--- config.mk ---
export PLATFORM = sky130hd
export DESIGN_NAME = multi_debouncer
export DESIGN_NICKNAME = d
export VERILOG_FILES = /design/src/rtl/debounce_pkg.sv /design/src/rtl/debounce_channel.sv /design/src/rtl/multi_debouncer.sv
export SDC_FILE = /design/constraint.sdc
export NUM_CORES = 1
export LEC_CHECK = 0
export CAP_MARGIN = 15
export CORE_ASPECT_RATIO = 0.9
export CORE_MARGIN = 1
export CORE_UTILIZATION = 50
export CTS_BUF_LIST = sky130_fd_sc_hd__clkbuf_8
export CTS_CLUSTER_DIAMETER = 150
export DETAILED_ROUTE_END_ITERATION = 10
export PLACE_DENSITY = 0.79
export REMOVE_ABC_BUFFERS = 1
export SLEW_MARGIN = 20
export SYNTH_ARGS = -nofsm -noshare
export SYNTH_HDL_FRONTEND = slang
export SYNTH_HIERARCHICAL = 1
export SYNTH_SLANG_ARGS = --single-unit
export TNS_END_PERCENT = 30
--- constraint.sdc ---
create_clock -name clk -period 1.87 [get_ports clk]
set_input_delay 0.561 -clock clk [delete_from_list [all_inputs] [get_ports clk]]
set_output_delay 0.561 -clock clk [all_outputs]
set_load 0.1 [all_outputs]
--- src/rtl/debounce_pkg.sv ---
// Default constants for the multi-channel button debouncer.
package debounce_pkg;
  localparam int SAMPLE_HZ        = 100;
  localparam int DEF_STABLE_CNT   = 4;
  localparam int DEF_REPEAT_DELAY = 50;
  localparam int DEF_REPEAT_RATE  = 10;
endpackage

--- src/rtl/debounce_channel.sv ---
// One button channel: synchroniser, stability counter, press/release pulses
// and the optional hold-to-repeat pulse train.
module debounce_channel
  import debounce_pkg::*;
#(
  parameter int SYNC_STAGES  = 2,
  parameter int STABLE_CNT   = DEF_STABLE_CNT,
  parameter int REPEAT_EN    = 1,
  parameter int REPEAT_DELAY = DEF_REPEAT_DELAY,
  parameter int REPEAT_RATE  = DEF_REPEAT_RATE
) (
  input  logic clk,
  input  logic rstN,
  input  logic i_sampleEn,
  input  logic i_raw,
  output logic o_level,
  output logic o_press,
  output logic o_release,
  output logic o_repeat
);
  localparam int CW = $clog2(STABLE_CNT + 1);

  logic [SYNC_STAGES-1:0] r_sync;
  logic [CW-1:0]          r_cnt;
  logic                   r_level, r_press, r_release;
  logic                   w_syncBtn, w_flip;

  assign w_syncBtn = r_sync[SYNC_STAGES-1];
  // Last disagreeing sample of a full run: level toggles on this edge.
  assign w_flip    = i_sampleEn && (w_syncBtn != r_level) && (r_cnt == CW'(STABLE_CNT - 1));

  always_ff @(posedge clk or negedge rstN) begin
    if (!rstN) begin
      r_sync    <= '0;
      r_cnt     <= '0;
      r_level   <= 1'b0;
      r_press   <= 1'b0;
      r_release <= 1'b0;
    end else begin
      r_sync <= {r_sync[SYNC_STAGES-2:0], i_raw};
      if (i_sampleEn) begin
        if ((w_syncBtn == r_level) || w_flip) r_cnt <= '0;
        else                                  r_cnt <= r_cnt + CW'(1);
      end
      if (w_flip) r_level <= ~r_level;
      r_press   <= w_flip & ~r_level;
      r_release <= w_flip & r_level;
    end
  end

  assign o_level   = r_level;
  assign o_press   = r_press;
  assign o_release = r_release;

  generate
    if (REPEAT_EN != 0) begin : g_rpt
      localparam int HMAX = (REPEAT_DELAY > REPEAT_RATE) ? REPEAT_DELAY : REPEAT_RATE;
      localparam int HW   = $clog2(HMAX + 1);

      logic [HW-1:0] r_hold;
      logic          r_rptd, r_repeat;
      logic [HW-1:0] w_holdNxt, w_target;

      assign w_holdNxt = (r_hold == HW'(HMAX)) ? r_hold : r_hold + HW'(1);
      // First pulse waits REPEAT_DELAY samples, later ones REPEAT_RATE.
      assign w_target  = r_rptd ? HW'(REPEAT_RATE) : HW'(REPEAT_DELAY);

      always_ff @(posedge clk or negedge rstN) begin
        if (!rstN) begin
          r_hold   <= '0;
          r_rptd   <= 1'b0;
          r_repeat <= 1'b0;
        end else begin
          r_repeat <= 1'b0;
          if (w_flip) begin
            r_hold <= '0;
            r_rptd <= 1'b0;
          end else if (i_sampleEn && r_level) begin
            if (w_holdNxt == w_target) begin
              r_hold   <= '0;
              r_rptd   <= 1'b1;
              r_repeat <= 1'b1;
            end else begin
              r_hold <= w_holdNxt;
            end
          end
        end
      end

      assign o_repeat = r_repeat;
    end else begin : g_norpt
      assign o_repeat = 1'b0;
    end
  endgenerate
endmodule

--- src/rtl/multi_debouncer.sv ---
// N-channel push-button debouncer: shared sample-tick edge detect feeding
// one debounce_channel per button.
module multi_debouncer
  import debounce_pkg::*;
#(
  parameter int N_CH         = 5,
  parameter int SYNC_STAGES  = 2,
  parameter int STABLE_CNT   = DEF_STABLE_CNT,
  parameter int REPEAT_EN    = 1,
  parameter int REPEAT_DELAY = DEF_REPEAT_DELAY,
  parameter int REPEAT_RATE  = DEF_REPEAT_RATE
) (
  input  logic            clk,
  input  logic            rstN,
  input  logic            tickIn,
  input  logic [N_CH-1:0] rawBtn,
  output logic [N_CH-1:0] btnLevel,
  output logic [N_CH-1:0] btnPress,
  output logic [N_CH-1:0] btnRelease,
  output logic [N_CH-1:0] btnRepeat
);
  logic r_tickPrev, r_sampleEn;

  // Prev resets high so a tick already high at reset release is not a sample.
  always_ff @(posedge clk or negedge rstN) begin
    if (!rstN) begin
      r_tickPrev <= 1'b1;
      r_sampleEn <= 1'b0;
    end else begin
      r_tickPrev <= tickIn;
      r_sampleEn <= tickIn & ~r_tickPrev;
    end
  end

  generate
    for (genvar g = 0; g < N_CH; g++) begin : g_ch
      debounce_channel #(
        .SYNC_STAGES (SYNC_STAGES),
        .STABLE_CNT  (STABLE_CNT),
        .REPEAT_EN   (REPEAT_EN),
        .REPEAT_DELAY(REPEAT_DELAY),
        .REPEAT_RATE (REPEAT_RATE)
      ) u_ch (
        .clk       (clk),
        .rstN      (rstN),
        .i_sampleEn(r_sampleEn),
        .i_raw     (rawBtn[g]),
        .o_level   (btnLevel[g]),
        .o_press   (btnPress[g]),
        .o_release (btnRelease[g]),
        .o_repeat  (btnRepeat[g])
      );
    end
  endgenerate
endmodule

Word level (Yosys, flattened, before mapping)

Index checks and enable logic that the tools add are counted.

Register bits after elaboration: 82
Output and inout bits: 20
Input bits: 8
Word-level logic and storage cells: 189

Add/subtract/negate cells: 10
Muxes and demuxes: 60
Reduce and logical (&&, ||, !) cells: 35
Bitwise gates (word level): 17
Equality and inequality tests: 25

Operators by type and width:

| operator                                                              | number |
|---|---|
| 6-bit two-way mux                                                     | 25 |
| 6-bit by 1-bit adder with 6-bit output, second input constant         | 5 |
| 6-bit equality test                                                   | 5 |
| 6-bit equality test, second input constant                            | 5 |
| 1-bit two-way mux                                                     | 30 |
| 2-bit nonzero test                                                    | 10 |
| 3-bit by 1-bit adder with 3-bit output, second input constant         | 5 |
| 3-bit by 2-bit equality test with 1-bit output, second input constant | 5 |
| 1-bit logical AND                                                     | 15 |
| 3-bit two-way mux                                                     | 5 |
| 1-bit bitwise AND                                                     | 11 |
| 2-bit AND reduction                                                   | 5 |
| 1-bit inverter                                                        | 6 |
| 1-bit equality test                                                   | 5 |
| 1-bit logical OR                                                      | 5 |
| 1-bit inequality test                                                 | 5 |

Depth between registers and ports, before layout

Gate-level depths: netlist of run 1.

Depth in word-level cells: 6
Depth in mapped cells: 8

Cells and area by module

Netlist of run 1, hierarchy kept.

By module, submodules not included:

| module                              | cells each | seq. area each (um^2) | area each (um^2) | instances |
|---|---|---|---|---|
| debounce_channel (g_ch[1].u_ch ...) | 104        | 400.4                 | 997.2            | 3 |
| debounce_channel (g_ch[0].u_ch)     | 99         | 400.4                 | 964.7            | 1 |
| debounce_channel (g_ch[2].u_ch)     | 99         | 400.4                 | 920.9            | 1 |
| multi_debouncer                     | 3          | 51.3                  | 65.1             | 1 |

Worst setup path after synthesis of run 1

No wires, ideal clock.

Path kind: reg-to-reg
Start: register g_ch[2].u_ch.r_level
End: register g_ch[2].u_ch.g_rpt.r_hold[2]
Setup time: 64 ps
Arrival time: 1951 ps
Path slack: -146 ps
Cell stages (with the launch flop): 6
Path buffers: 0
Cells stage by stage: dfrtp_1 nand2_1 a21oi_1 o21ai_0 nor3b_1 a21o_1

Cells in the longest elaborated chain, start to end: 4
Elaborated cells between the ends (all ways): 6

Ends and longest elaborated chain:

| element                                                        | RTL line               | text |
|---|---|---|
| start, declared                                                | debounce_channel.sv:25 | `logic r_level, r_press, r_release;` |
| start signal, assigned                                         | debounce_channel.sv:45 | `if (w_flip) r_level <= ~r_level;` |
| 1-bit inequality test                                          | debounce_channel.sv:30 | `assign w_flip = i_sampleEn && (w_syncBtn != r_level) && (r_cnt == CW'(STABLE_CNT - 1));` |
| 1-bit logical AND (2 in a row)                                 | debounce_channel.sv:30 |  |
| 6-bit two-way mux / 2-bit nonzero test (equally long branches) | --                     |  |
| end signal, assigned                                           | debounce_channel.sv:84 | `r_hold <= w_holdNxt;` |
| end, declared                                                  | debounce_channel.sv:60 | `logic [HW-1:0] r_hold;` |

Parallel ways exist; a longest one is shown, timed or not.
A chain may end at the register's enable or synchronous reset.

Final worst setup path of run 1

Start: register g_ch[0].u_ch.g_rpt.r_hold[0]
End: register g_ch[0].u_ch.g_rpt.r_rptd

Cells in the longest elaborated chain, start to end: 5
Elaborated cells between the ends (all ways): 6

Ends and longest elaborated chain:

| element                                                                              | RTL line               | text |
|---|---|---|
| start, declared                                                                      | debounce_channel.sv:60 |  |
| start signal, assigned                                                               | debounce_channel.sv:84 |  |
| 6-bit by 1-bit adder with 6-bit output / 6-bit equality test (equally long branches) | debounce_channel.sv:64 | `assign w_holdNxt = (r_hold == HW'(HMAX)) ? r_hold : r_hold + HW'(1);` |
| 6-bit two-way mux (*)                                                                | debounce_channel.sv:64 |  |
| 6-bit equality test (*)                                                              | debounce_channel.sv:79 | `if (w_holdNxt == w_target) begin` |
| 2-bit nonzero test (no line) (*)                                                     | --                     |  |
| 2-bit AND reduction (no line) (*)                                                    | --                     |  |
| end signal, assigned                                                                 | debounce_channel.sv:71 | `r_rptd <= 1'b0;` |
| end signal, assigned                                                                 | debounce_channel.sv:77 | `r_rptd <= 1'b0;` |
| end signal, assigned                                                                 | debounce_channel.sv:81 | `r_rptd <= 1'b1;` |
| end, declared                                                                        | debounce_channel.sv:61 | `logic r_rptd, r_repeat;` |

Every way passes the cells marked *; elsewhere a longest branch is shown, timed or not.

==> reports/results.txt, run 1 <==
count leader, synth - dfrtp_1
WP data required - 2.11 ns
Ports - 28
leak pwr - 0.00276 uW
Unique masters post-synth - 61
drt total wl - 11.7 mm
Slew headroom - 0.590
number of remaining DRC errors - 0
EDFF count, synth - 0
met2 usage - 0.388
vias in the first global route - 4050
Slew @ Worst Pin - 0.612 ns
Yosys warnings - 6
crit share post-route - 1.05
failing checks - negative setup slack
FF-to-FF path depth - 8
met1 Use GR - 0.300
worst r2r dst - g_ch[0].u_ch/g_rpt.r_rptd
sequential fraction of the synthesis area - 0.415
most frequent cells after synthesis - 81 x dfrtp_1, 51 x nand2_1, 33 x inv_1, 33 x nand3_1, 26 x nor2_1
Crit path arrival time - 2.21 ns
Max VDD drop - 0.000960 V
# nets final - 614
Core ar. - 9660 sq um
Crit Path Category - reg2reg
TritonCTS buffer count - 9
post-route antenna net violation count - 0
Syn Area/Cell - 9.63 sq um
Yosys top cell by area - dfrtp_1
synth top area cells - dfrtp_1 41%, ha_1 5.1%, nand2_1 3.9%
first-pass GRT wire length - 18.8 mm
htree depth - 3
Cells after Synth - 513
Detailed Routing Iterations Pass 1 - 4
die area - 10300 sq um
area delta synth->final - 29.0%
synthesized area - 4940 sq um
Sink Count - 82
largest family of logic cells by synthesized area - simple AND/OR/NAND/NOR gates
initial antenna violation count - 0
Slew Viols, Final - 0
maximum number of pins on one net before global-route repair - 83
DR vias - 4256
status - finished with violations
Worst Setup SP - g_ch[0].u_ch/g_rpt.r_hold[0]
initial DRC count - 235
number of port buffers - 27
R2R setup slack - -0.1 ns
clock share of power - 0.233
Cells after DPL - 691
Ant. Diodes - 0
adder-cell share of the synthesized area - 0.0506
power per cell area - 1030 nW/um^2
CP max FO - 5
worst min-delay path class - in2async
die height - 96.3 um
dominant synthesized flop cell - dfrtp_1
non-filler instance count after layout - 717
switching power - 2470 uW
row count - 34
Post-Synth XOR/XNOR Area - 0.0281
Seq cells post-synth - 82
Reg clk slew, reported paths - 0.09 ns
CTS root buf - clkbuf_8
share of power burned in registers - 0.373
combinational share of power - 0.394
final worst slack - -0.0998 ns
RePlAce Congestion - 0.928
compound-cell area share of the yosys netlist - 0.182
CP Capture Type - register
clock latency at the later pin of the worst-skew pair - 0.35 ns
total grt overflow - 0
RSZ-0062 raised after global routing - true
GRT Max-Usage Layer - met2
Starting Density - 0.512
post-synth top area share - 0.410
critical path launch point type - register
Synth Area in Simple Gates - 0.237
reg2reg start - g_ch[0].u_ch/g_rpt.r_hold[0]
Tmin final - 1.97 ns
wire per inst - 16.4 um
multiplexer share of the synthesized area - 0.0182
FFs w/ async S/R, synth - 1.00
layout cell share with drive strength beyond 1 - 0.296
Fillers - 722
gr usage total - 0.231
met3 Resource Use GR - 0.0487
HPWL after DPL - 7.76 mm
Internal - 4080 uW
Max Cap Violations - 0
CTS tree - built
skew final - 0.00724 ns
Bufs on Longest Clock Path - 2
f_max - 0.508 GHz
vias per cell - 5.94
end-of-flow core utilization - 0.660
Die X - 107 um
hold buffers post-CTS - 0
Sw Ratio - 0.377
Final setup viols - 10
Hold Vio Cnt, Final - 0
-- cell families (layout without fill, tap and decap cells) --
kind of cell	after synthesis	after routing
flops	82	82
compound gates	121	121
xor+xnor	15	15
buf+inv	62	140
mux	7	7
simple gates	206	206
fa+ha+maj	20	20
-- layout by cell type, fill, tap and decap left out, types with 7 or more instances in the layout --
cell type,n
buf_12,22
a21oi_1,15
nor2_1,25
nand2b_1,8
a31oi_1,11
clkbuf_8,9
dfrtp_2,7
ha_1,14
buf_4,58
nand3_1,33
a21o_1,14
xor2_1,7
o22ai_1,13
o21ai_1,8
nand3b_1,14
o21ai_0,16
inv_1,33
nand2_1,48
dfrtp_1,74
nor3_1,16
-- power groups by stage --
| stage | Clock, uW | Combinational, uW | Sequential, uW |
|---|---|---|---|
| global placement | 0 | 2130 | 2390 |
| global route | 1640 | 2790 | 2490 |
| detailed placement | 0 | 2250 | 2420 |
| finish | 1530 | 2580 | 2440 |
| CTS | 1570 | 2280 | 2390 |
| floorplan | 0 | 1040 | 2720 |
-- worst max-delay path, stage by stage (launching register included) --
cell and delay (ns):
dfrtp_1 0.41, buf_6 0.14, ha_4 0.17, buf_6 0.13, xnor2_2 0.18, o2111ai_2 0.19, o41ai_4 0.11, o311ai_4 0.21
a2111oi_2 0.33
-- registers in the layout, summed over array words and instances, names as in the netlist --
signal                  flops
g_ch.u_ch/g_rpt.r_hold     30
g_ch.u_ch/r_cnt            15
g_ch.u_ch/r_sync           10
g_ch.u_ch/g_rpt.r_rptd      5
g_ch.u_ch/o_level           5
g_ch.u_ch/o_press           5
g_ch.u_ch/o_release         5
g_ch.u_ch/o_repeat          5
r_sampleEn                  1
r_tickPrev                  1
-- how the worst max path moves through the flow --
stage | end | depth (start not counted)
final | g_ch[0].u_ch/g_rpt.r_rptd | 8
after detailed placement | g_ch[0].u_ch/g_rpt.r_rptd | 5
after CTS | g_ch[2].u_ch/g_rpt.r_hold[4] | 5
after global routing | g_ch[2].u_ch/g_rpt.r_hold[4] | 5
after floorplan | g_ch[2].u_ch/g_rpt.r_hold[2] | 5
after global placement | g_ch[0].u_ch/g_rpt.r_rptd | 5
-- area by class of cell --
type / instances / area, sq um / share of cell area
multi-input cells: 369 / 2810 / 0.441
inverters: 35 / 131 / 0.0206
clock inverters: 7 / 119 / 0.0186
repair buffers: 89 / 970 / 0.152
clock buffers: 9 / 124 / 0.0194
flip-flops and latches: 82 / 2060 / 0.323
well taps: 126 / 158 / 0.0247
-- layer usage --
layer	up-vias	part of all wire
li1	1988	-
met1	2068	0.41
met2	172	0.52
met3	28	0.057
met4	0	0.017
met5	-	0
-- what timing repair did --
item | in CTS | in global routing
gates cloned | 0 | 0
gates resized for setup | 3 | 53
pin swaps | 3 | 25
setup endpoints to repair | 11 | 30
setup buffers | 1 | 9
-- metrics by stage --
step	hold slack (ns)	worst slack [ns]	power, uW	TNS, ns	instance area, sq um
after global placement	0.333	-0.0366	4520	-0.0366	5770
after CTS	0.233	-0.0722	6240	-0.439	6030
final	0.222	-0.0998	6540	-0.556	6380
after floorplan	0.265	-0.220	3770	-0.638	4730
after detailed placement	0.335	-0.167	4670	-0.480	5770
after global routing	0.237	-0.164	6910	-1.38	6380
No activity file was read; power rests on OpenSTA's default activity.
==> run 2, diff against run 1 <==
--- a/config.mk
+++ b/config.mk
@@ -8,11 +8,11 @@
 export CAP_MARGIN = 15
 export CORE_ASPECT_RATIO = 0.9
 export CORE_MARGIN = 1
-export CORE_UTILIZATION = 50
+export CORE_UTILIZATION = 40
 export CTS_BUF_LIST = sky130_fd_sc_hd__clkbuf_8
 export CTS_CLUSTER_DIAMETER = 150
 export DETAILED_ROUTE_END_ITERATION = 10
-export PLACE_DENSITY = 0.79
+export PLACE_DENSITY = 0.67
 export REMOVE_ABC_BUFFERS = 1
 export SLEW_MARGIN = 20
 export SYNTH_ARGS = -nofsm -noshare
==> run 2 against run 1 <==
  * The run still ends with negative setup slack left
  * Clock power down 22%
  * Register-to-register slack better by 0.02 ns
  * Worst hold slack worse by 0.10 ns
  * First-iteration DRC count up 2.6%
  * Highest routed layer unchanged
  * Sequential cell count unchanged
  * Core utilization down 14 points
  * Largest power group unchanged
==> reports/results.txt, run 2 (synthesis results as in run 1) <==
Max VDD drop - 0.000760 V (-21%)
worst min-delay path class - in2async
Starting Density - 0.411 (-0.101)
htree depth - 3 (unchanged)
critical path launch point type - register
vias in the first global route - 3861 (-4.7%)
post-route antenna net violation count - 0 (unchanged)
Hold Vio Cnt, Final - 0 (unchanged)
commonest non-fill, non-tap cells in the layout - 78 x dfrtp_1, 58 x buf_4, 47 x nand2_1
Final Power - 6010 uW (-8.1%)
Final setup viols - 5 (-5)
area delta synth->final - 27.7%
leak pwr - 0.00275 uW (-0.26%)
status - finished with violations
drt total wl - 10.8 mm (-8.3%)
layout cell share with drive strength beyond 1 - 0.293 (-0.00269)
Detailed Routing Iterations Pass 1 - 4 (unchanged)
Sink Count - 82 (unchanged)
total grt overflow - 0 (unchanged)
power per cell area - 953 nW/um^2 (-7.2%)
# nets final - 616 (+0.33%)
Fillers - 1046 (+45%)
first-pass GRT wire length - 18.1 mm (-3.9%)
Die X - 119 um (+12%)
number of port buffers - 27 (unchanged)
Cells after DPL - 728 (+5.4%)
Largest register FFs - 30 (unchanged)
HPWL after DPL - 7.67 mm (-1.2%)
gr usage total - 0.174 (-0.0569)
final worst slack - -0.0780 ns (+0.0219 ns)
Ant. Diodes - 0 (unchanged)
non-filler instance count after layout - 753 (+5.0%)
clock latency at the later pin of the worst-skew pair - 0.37 ns (+0.02 ns)
die area - 12800 sq um (+24%)
largest registers - g_ch.u_ch/g_rpt.r_hold: 30 flops, g_ch.u_ch/r_cnt: 15 flops, g_ch.u_ch/r_sync: 10 flops
commonest non-fill, non-tap cell in the layout - dfrtp_1
Crit Path Category - reg2reg
TritonCTS buffer count - 9 (unchanged)
wire per inst - 14.3 um (-13%)
Slew headroom - 0.651 (+0.0611)
RSZ-0062 raised after global routing - true
reg2reg start - g_ch[2].u_ch/g_rpt.r_hold[4]
Placement Setup Slack - -0.0837 ns (+0.0828 ns)
number of remaining DRC errors - 0 (unchanged)
row count - 38 (+12%)
CP Capture Type - register
Bufs on Longest Clock Path - 2 (unchanged)
vias per cell - 5.44 (-8.3%)
initial DRC count - 241 (+2.6%)
Ports - 28 (unchanged)
skew final - 0.0101 ns (+0.00287 ns)
failing checks - negative setup slack
initial antenna violation count - 0 (unchanged)
RePlAce Congestion - 0.859 (-7.4%)
Slew Viols, Final - 0 (unchanged)
CTS tree - built
f_max - 0.513 GHz (+1.1%)
Largest Register - g_ch.u_ch/g_rpt.r_hold
CTS root buf - clkbuf_8
Crit path arrival time - 2.19 ns (-0.02 ns)
Reg clk slew, reported paths - 0.09 ns (about the same)
maximum number of pins on one net before global-route repair - 42 (-49%)
WP data required - 2.11 ns (about the same)
CP max FO - 8 (+3)
worst hold slack - 0.119 ns (-0.103 ns)
Core ar. - 12000 sq um (+25%)
crit share post-route - 1.04 (-0.0117)
Worst Setup SP - g_ch[2].u_ch/g_rpt.r_hold[4]
DR vias - 4097 (-3.7%)
die height - 107 um (+12%)
Tmin final - 1.95 ns (-0.0219 ns)
Slew @ Worst Pin - 0.523 ns (-0.0890 ns)
Max Cap Violations - 0 (unchanged)
R2R setup slack - -0.08 ns (+0.02 ns)
==> run 2: layer usage <==
metal | vias up | part of all wire | track usage
met5 | - | 0 | 0
met4 | 0 | 0.016 | 0.0606
met3 | 18 | 0.044 | 0.0392
met2 | 87 | 0.47 | 0.267
met1 | 1994 | 0.47 | 0.240
li1 | 1998 | - | -
==> run 2: path summary, 6_finish.rpt <==
kind,end,cells after the start
worst max-delay path,g_ch[2].u_ch/g_rpt.r_hold[5],5
worst min-delay path,g_ch[3].u_ch/g_rpt.r_hold[3],1
worst max register to register,g_ch[2].u_ch/g_rpt.r_hold[5],5
worst min register to register,g_ch[4].u_ch/r_sync[1],0
max in group asynchronous,g_ch[1].u_ch/g_rpt.r_hold[4],2
min in group clk,g_ch[4].u_ch/r_sync[1],0
==> run 2: worst max-delay path, stage by stage (launching register included) <==
cell,delay [ns]
dfrtp_1,0.42
or3b_1,0.37
mux2_2,0.27
a221o_2,0.44
o211ai_1,0.21
o211ai_1,0.12
==> run 2: stage by stage <==
step,cell area [sq um],utilization,setup TNS [ns]
final,6310,0.525,-0.198
after global routing,6310,0.525,-1.74
after CTS,6070,0.504,-0.219
after detailed placement,5850,0.486,-0.214
after global placement,5850,0.486,-0.0363
after floorplan,4730,-,-0.638
==> run 2: where the power goes <==
part | leakage, uW | switching (uW) | internal, uW
Combinational | 0.00158 | 1340 | 1080
Clock | 0.0000844 | 703 | 501
Sequential | 0.00109 | 346 | 2040
==> run 2: repair_timing <==
| item | 4_1_cts | 5_1_grt |
|---|---|---|
| endpoints found under the setup margin | 13 | 26 |
| setup buffers | 1 | 8 |
| gates cloned | 0 | 0 |
| hold buffers | 0 | 0 |
| gates resized for setup | 9 | 40 |
| pin swaps | 6 | 15 |
==> run 2: cell type report <==
| type | count | area [sq um] | share of cell area |
|---|---|---|---|
| Inverter | 35 | 136 | 0.0216 |
| Timing Repair Buffer | 91 | 1000 | 0.159 |
| Clock inverter | 7 | 60.1 | 0.00951 |
| Sequential cell | 82 | 2060 | 0.326 |
| Clock buffer | 9 | 124 | 0.0196 |
| Tap cell | 160 | 200 | 0.0317 |
| Multi-Input combinational cell | 369 | 2740 | 0.433 |
==> RTL change 1: new RTL, settings of run 2 <==
`REPEAT_EN` is set to 1 in 2 places; all go to 0.
--- a/src/rtl/debounce_channel.sv
+++ b/src/rtl/debounce_channel.sv
@@ -7,3 +7,3 @@
   parameter int STABLE_CNT   = DEF_STABLE_CNT,
-  parameter int REPEAT_EN    = 1,
+  parameter int REPEAT_EN    = 0,
   parameter int REPEAT_DELAY = DEF_REPEAT_DELAY,
--- a/src/rtl/multi_debouncer.sv
+++ b/src/rtl/multi_debouncer.sv
@@ -8,3 +8,3 @@
   parameter int STABLE_CNT   = DEF_STABLE_CNT,
-  parameter int REPEAT_EN    = 1,
+  parameter int REPEAT_EN    = 0,
   parameter int REPEAT_DELAY = DEF_REPEAT_DELAY,
Formal check against the unedited RTL: no difference found for any inputs over 10 cycles, from zero or initial values and one cycle with rstN low; that may be too few to reach the edited logic, so the function may still have changed.
==> RTL change 1 against run 2 <==
- total power decreased by 48%
- synthesized area decreased by 66%
- maximum frequency increased by 27%
- clock power decreased by 27%
- cell count decreased by 73%
- design area decreased by 64%
- register-to-register slack improved by 0.57 ns
- wire length decreased by 76%
- critical endpoint is now btnLevel[1]
- die area decreased by 65%
- setup slack improved by 0.41 ns
- sequential cell count decreased by 40
- combinational power decreased by 57%
- largest cell class is now flip-flops and latches
- count of clock-buffer cells in the layout decreased by 3
==> RTL change 1: results (changes against run 2) <==
stage;metric;value;unit;change
placed_design;place_congestion;0.686;;was 0.859
final_layout;multi_input_gates;66;;was 369
routing;drtIter0Drc;55;;was 241
placed_design;hpwl;1900;microns;was 7670 microns
synth;synth_cell_types;14;;was 61
setup_path;crit_arrival;0.98;ns;was 2.19 ns
final_layout;largestRegisters;g_ch.u_ch/r_cnt x15, g_ch.u_ch/r_sync x10;;was g_ch.u_ch/g_rpt.r_hold x30, g_ch.u_ch/r_cnt x15, g_ch.u_ch/r_sync x10
synth;synth_area_leaders;dfrtp_1 61%, ha_1 7.4%, o32ai_1 5.2%, nor3b_1 4.5%, nand2b_1 3.7%;;was dfrtp_1 41%, ha_1 5.1%, nand2_1 3.9%, nand3_1 3.3%, buf_6 3.2%
clock_tree;htree_levels;2;;was 3
final_layout;design.seq.count;42;;was 82
floorplan;rows;22;;was 38
setup_path;rr_worst_depth;4;;was 5
final_layout;clock_buffers;6;;was 9
pwr;p_leak;1.01;nW;was 2.75 nW
final_layout;layout.nets;174;;was 616
setup_path;timing.rr.start;g_ch[1].u_ch/r_cnt[0];;was g_ch[2].u_ch/g_rpt.r_hold[4]
routing;post_drt_via_cell_ratio;5.00;;was 5.44
global_routing;use_met2;0.232;;was 0.267
final_layout;seq_area;1050;sq um;was 2060 sq um
final_layout;clkCellAreaFrac;0.0635;;was 0.0291
setup_path;crit_buf_inv;1;;was 0
global_routing;use_met3;0.0416;;was 0.0392
synth;synth_commonest_cells;41 x dfrtp_1, 15 x inv_1;;was 81 x dfrtp_1, 51 x nand2_1, 33 x inv_1, 33 x nand3_1, 26 x nor2_1
final_layout;multi_input_area;539;sq um;was 2740 sq um
clock_tree;ctsResizeCount;0;;was 9
clock_tree;numCtsBuffers;5;;was 9
placed_design;numPortBuffers;22;;was 27
pwr;p_clk;872;uW;was 1.20 mW
clock_tree;cts_setup_buffers;0;;was 1
routing;met2_length;1320;microns;was 5090 microns
status;outcome;finished, final reports clean;;was complete, but fails checks
global_routing;use_met1;0.160;;was 0.240
global_routing;grt_use_total;0.140;;was 0.174
final_layout;n_all_inverters;15;;was 35
routing;met3WireLength;125;microns;was 470 microns
[RTL change 1: changes by cell type after synthesis, moves of 14 or more]
cell | run 2 | this run
nor2_1 | 26 | 0
buf_6 | 14 | 0
nand3_1 | 33 | 0
dfrtp_1 | 81 | 41
inv_1 | 33 | 15
nand2_1 | 51 | 5
nand3b_1 | 14 | 0
a21oi_1 | 15 | 0
o21ai_0 | 17 | 0
nor3_1 | 18 | 0
a21o_1 | 14 | 0
[RTL change 1: metrics by stage]
stage          hold WS, ns   util  setup WS (ns)  std cells  power (mW)
2_1_floorplan        0.265      -          0.328        123        1.93
3_3_place_gp         0.334  0.520          0.542        197        2.24
3_5_place_dp         0.336  0.520          0.499        197        2.30
4_1_cts              0.183  0.555          0.322        205        3.18
5_1_grt              0.197  0.555          0.285        205        3.33
6_report             0.174  0.555          0.331        205        3.15
[RTL change 1: logic make-up after synthesis]
kind of cell	count (synthesis)	share of synthesized area
AOI/OAI and AO/OA	15	0.0742
xor gates and xnor gates	5	0.0260
adders and majority gates	10	0.0742
buffers and inverters	20	0.0557
DFF	42	0.624
muxes	5	0.0334
other	5	0.0111
and+or+nand+nor	26	0.101
[RTL change 1: worst reg2reg max path, stage by stage (launching register included)]
cell and delay, ns:
dfrtp_1 0.41, ha_1 0.21, ha_1 0.19, nand2_1 0.12
mux2_2 0.34
[RTL change 1: path summary, 6_finish.rpt]
check | to | slack, ns
max in group asynchronous | g_ch[1].u_ch/r_sync[0] | 1.13
min | g_ch[0].u_ch/r_cnt[1] | 0.17
max reg2reg | g_ch[1].u_ch/o_level | 0.49
min reg2reg | g_ch[0].u_ch/r_sync[1] | 0.35
min in group clk | g_ch[0].u_ch/r_sync[1] | 0.35
max | btnLevel[1] | 0.33
==> RTL change 2: new RTL, settings of run 2 <==
Without the edit above. Add an input register stage for `rawBtn`; this delays it by one clock. The other inputs are not delayed to match.
--- a/src/rtl/multi_debouncer.sv
+++ b/src/rtl/multi_debouncer.sv
@@ -21,2 +21,9 @@
 );
+
+  logic [N_CH-1:0] rawBtn_q;
+
+  always_ff @(posedge clk) begin
+    rawBtn_q <= rawBtn;
+  end
+
   logic r_tickPrev, r_sampleEn;
@@ -46,3 +53,3 @@
         .i_sampleEn(r_sampleEn),
-        .i_raw     (rawBtn[g]),
+        .i_raw     (rawBtn_q[g]),
         .o_level   (btnLevel[g]),
Check against the original RTL: not equivalent (Yosys sat finds a counterexample within 10 cycles, from zero or initial values and one cycle with rstN low).
==> RTL change 2 against run 2 <==
- the flow still finishes with violations (setup timing)
- sequential cell count up 5
- combinational power up 2%
- largest power group is now registers
- die area up 2.0%
- setup slack worse by 0.036 ns
- critical path type unchanged
- highest routed layer unchanged
- wire length up 0.15%
- critical path depth up 3
- first-iteration DRC count up 1.2%
- synthesized area up 2.0%
- design area up 0.50%
- clock skew down 0.0013 ns
- total power up 6.8%
==> RTL change 2: results (changes against run 2) <==
stage;metric;value;unit;change
setup_path;crit_fanout;4;;was 8
setup_path;cpPeakStageDelay;0.51;ns;was 0.44 ns
pwr;ir_worst_vdd;0.693;mV;was 0.760 mV
placed_design;hpwl;7490;microns;was 7670 microns
routing;post_drt_via_cell_ratio;5.46;;was 5.44
status;outcome;complete, but fails checks;;unchanged
timing;whs;0.0743;ns;was 0.119 ns
global_routing;grt_use_total;0.169;;was 0.174
status;violations;setup timing;;unchanged
timing;clock_skew;0.00878;ns;was 0.0101 ns
placed_design;placed_area;5890;sq um;was 5850 sq um
global_routing;grt_max_degree;54;;was 42
synth;ys_ff_latch;87;;was 82
final_layout;nFillCells;1084;;was 1046
final_layout;buf_share;0.144;;was 0.159
setup_path;regToRegSetupSlack;-0.11;ns;was -0.08 ns
setup_path;rr_endpoint;g_ch[0].u_ch/g_rpt.r_hold[4];;was g_ch[2].u_ch/g_rpt.r_hold[5]
final_layout;diodes;0;;unchanged
routing;wire_per_inst;14.4;microns;was 14.3 microns
synth;synth_cell_types;62;;was 61
synth;synth_area_leaders;dfrtp_1 40%, ha_1 5.0%, nand2_1 3.8%, nand3_1 3.3%, buf_6 3.1%;;was dfrtp_1 41%, ha_1 5.1%, nand2_1 3.9%, nand3_1 3.3%, buf_6 3.2%
setup_path;critPathCapture;g_ch[0].u_ch/g_rpt.r_hold[4];;was g_ch[2].u_ch/g_rpt.r_hold[5]
setup_path;critPathTopFamily;compound AO/OA/AOI/OAI gates;;unchanged
synth;ys_seq_area_frac;0.427;;was 0.415
global_routing;grt_pass1_wl;18000;microns;was 18100 microns
placed_design;place_congestion;0.881;;was 0.859
final_layout;nNonClkBuffers;83;;was 91
final_layout;multi_input_area_share;0.430;;was 0.433
final_layout;clkCellAreaFrac;0.0327;;was 0.0291
final_layout;final_layout_size_suffix_gt1_frac;0.271;;was 0.293
final_layout;n_all_inverters;35;;unchanged
synth;synth_commonest_cells;81 x dfrtp_1, 51 x nand2_1, 33 x inv_1, 33 x nand3_1, 26 x nor2_1;;unchanged
timing;worst_slack;-0.114;ns;was -0.0780 ns
worst_hold_path;hold_path.class;primary input to asynchronous set/reset pin;;unchanged
setup_path;crit_path_start;g_ch[0].u_ch/g_rpt.r_hold[0];;was g_ch[2].u_ch/g_rpt.r_hold[4]
global_routing;antenna_found_initial;0;;unchanged
setup_path;slowest_stage;o41ai_4;;was a221o_2
final_layout;layout.nets;613;;was 616
synth;yosysWarnings;6;;unchanged
pwr;p_leak;2.76;nW;was 2.75 nW
setup_path;timing.rr.start;g_ch[0].u_ch/g_rpt.r_hold[0];;was g_ch[2].u_ch/g_rpt.r_hold[4]
floorplan;die_area;13100;sq um;was 12800 sq um
global_routing;grt_pass1_vias;3952;;was 3861
timing;setup_viol;13;;was 5
final_layout;seq-cell-share;0.341;;was 0.326
timing;slew_headroom;0.629;;was 0.651
setup_path;rr_worst_depth;8;;was 5
routing;drtIter0Drc;244;;was 241
synth;async_flop_share;0.943;;was 1.00
setup_path;crit_arrival;2.23;ns;was 2.19 ns
[RTL change 2: cell count changes after synthesis]
| cell | before | now |
|---|---|---|
| dfxtp_1 | 0 | 5 |
[RTL change 2: cell families after synthesis]
group | Yosys count | synth area share
adders and majority gates | 20 | 0.0496
muxes | 7 | 0.0179
buffers and inverters | 62 | 0.0680
xor gates and xnor gates | 15 | 0.0275
and+or+nand+nor | 206 | 0.232
AOI/OAI and AO/OA | 121 | 0.178
DFF | 87 | 0.427
[RTL change 2: worst reg2reg max path, cell delays in order (launching register included)]
cell and delay [ns]:
dfrtp_2 0.44, inv_2 0.08, ha_4 0.12, nand4b_1 0.23, o41ai_4 0.51, o311ai_4 0.19, buf_4 0.18, nand2_1 0.06
o21ai_1 0.06
[RTL change 2: per-stage QoR]
step	utilization	TNS, ns	instances	worst slack (ns)
after floorplan	-	-0.638	491	-0.220
after global placement	0.484	-0.0562	727	-0.0560
after detailed placement	0.484	-0.461	727	-0.0958
after CTS	0.506	-0.316	747	-0.0775
after global routing	0.521	-2.04	750	-0.218
final	0.521	-0.861	750	-0.114
[RTL change 2: metal layers]
| metal | up-vias | part of all wire | GRT usage |
|---|---|---|---|
| li1 | 1996 | - | - |
| met1 | 1983 | 0.46 | 0.225 |
| met2 | 99 | 0.49 | 0.275 |
| met3 | 14 | 0.038 | 0.0316 |
| met4 | 0 | 0.013 | 0.0635 |
| met5 | - | 0 | 0 |
[RTL change 2: where the power goes]
part / internal (mW) / switching (mW) / total, mW
sequential: 2.19 / 0.377 / 2.56
clock: 0.736 / 0.640 / 1.38
combinational: 1.11 / 1.37 / 2.48
[RTL change 2: timing repair]
item | in CTS | in global routing
hold buffers | 0 | 0
gates resized for setup | 7 | 35
buffers inserted | 4 | 3
pin swaps | 2 | 15
setup endpoints to repair | 12 | 28
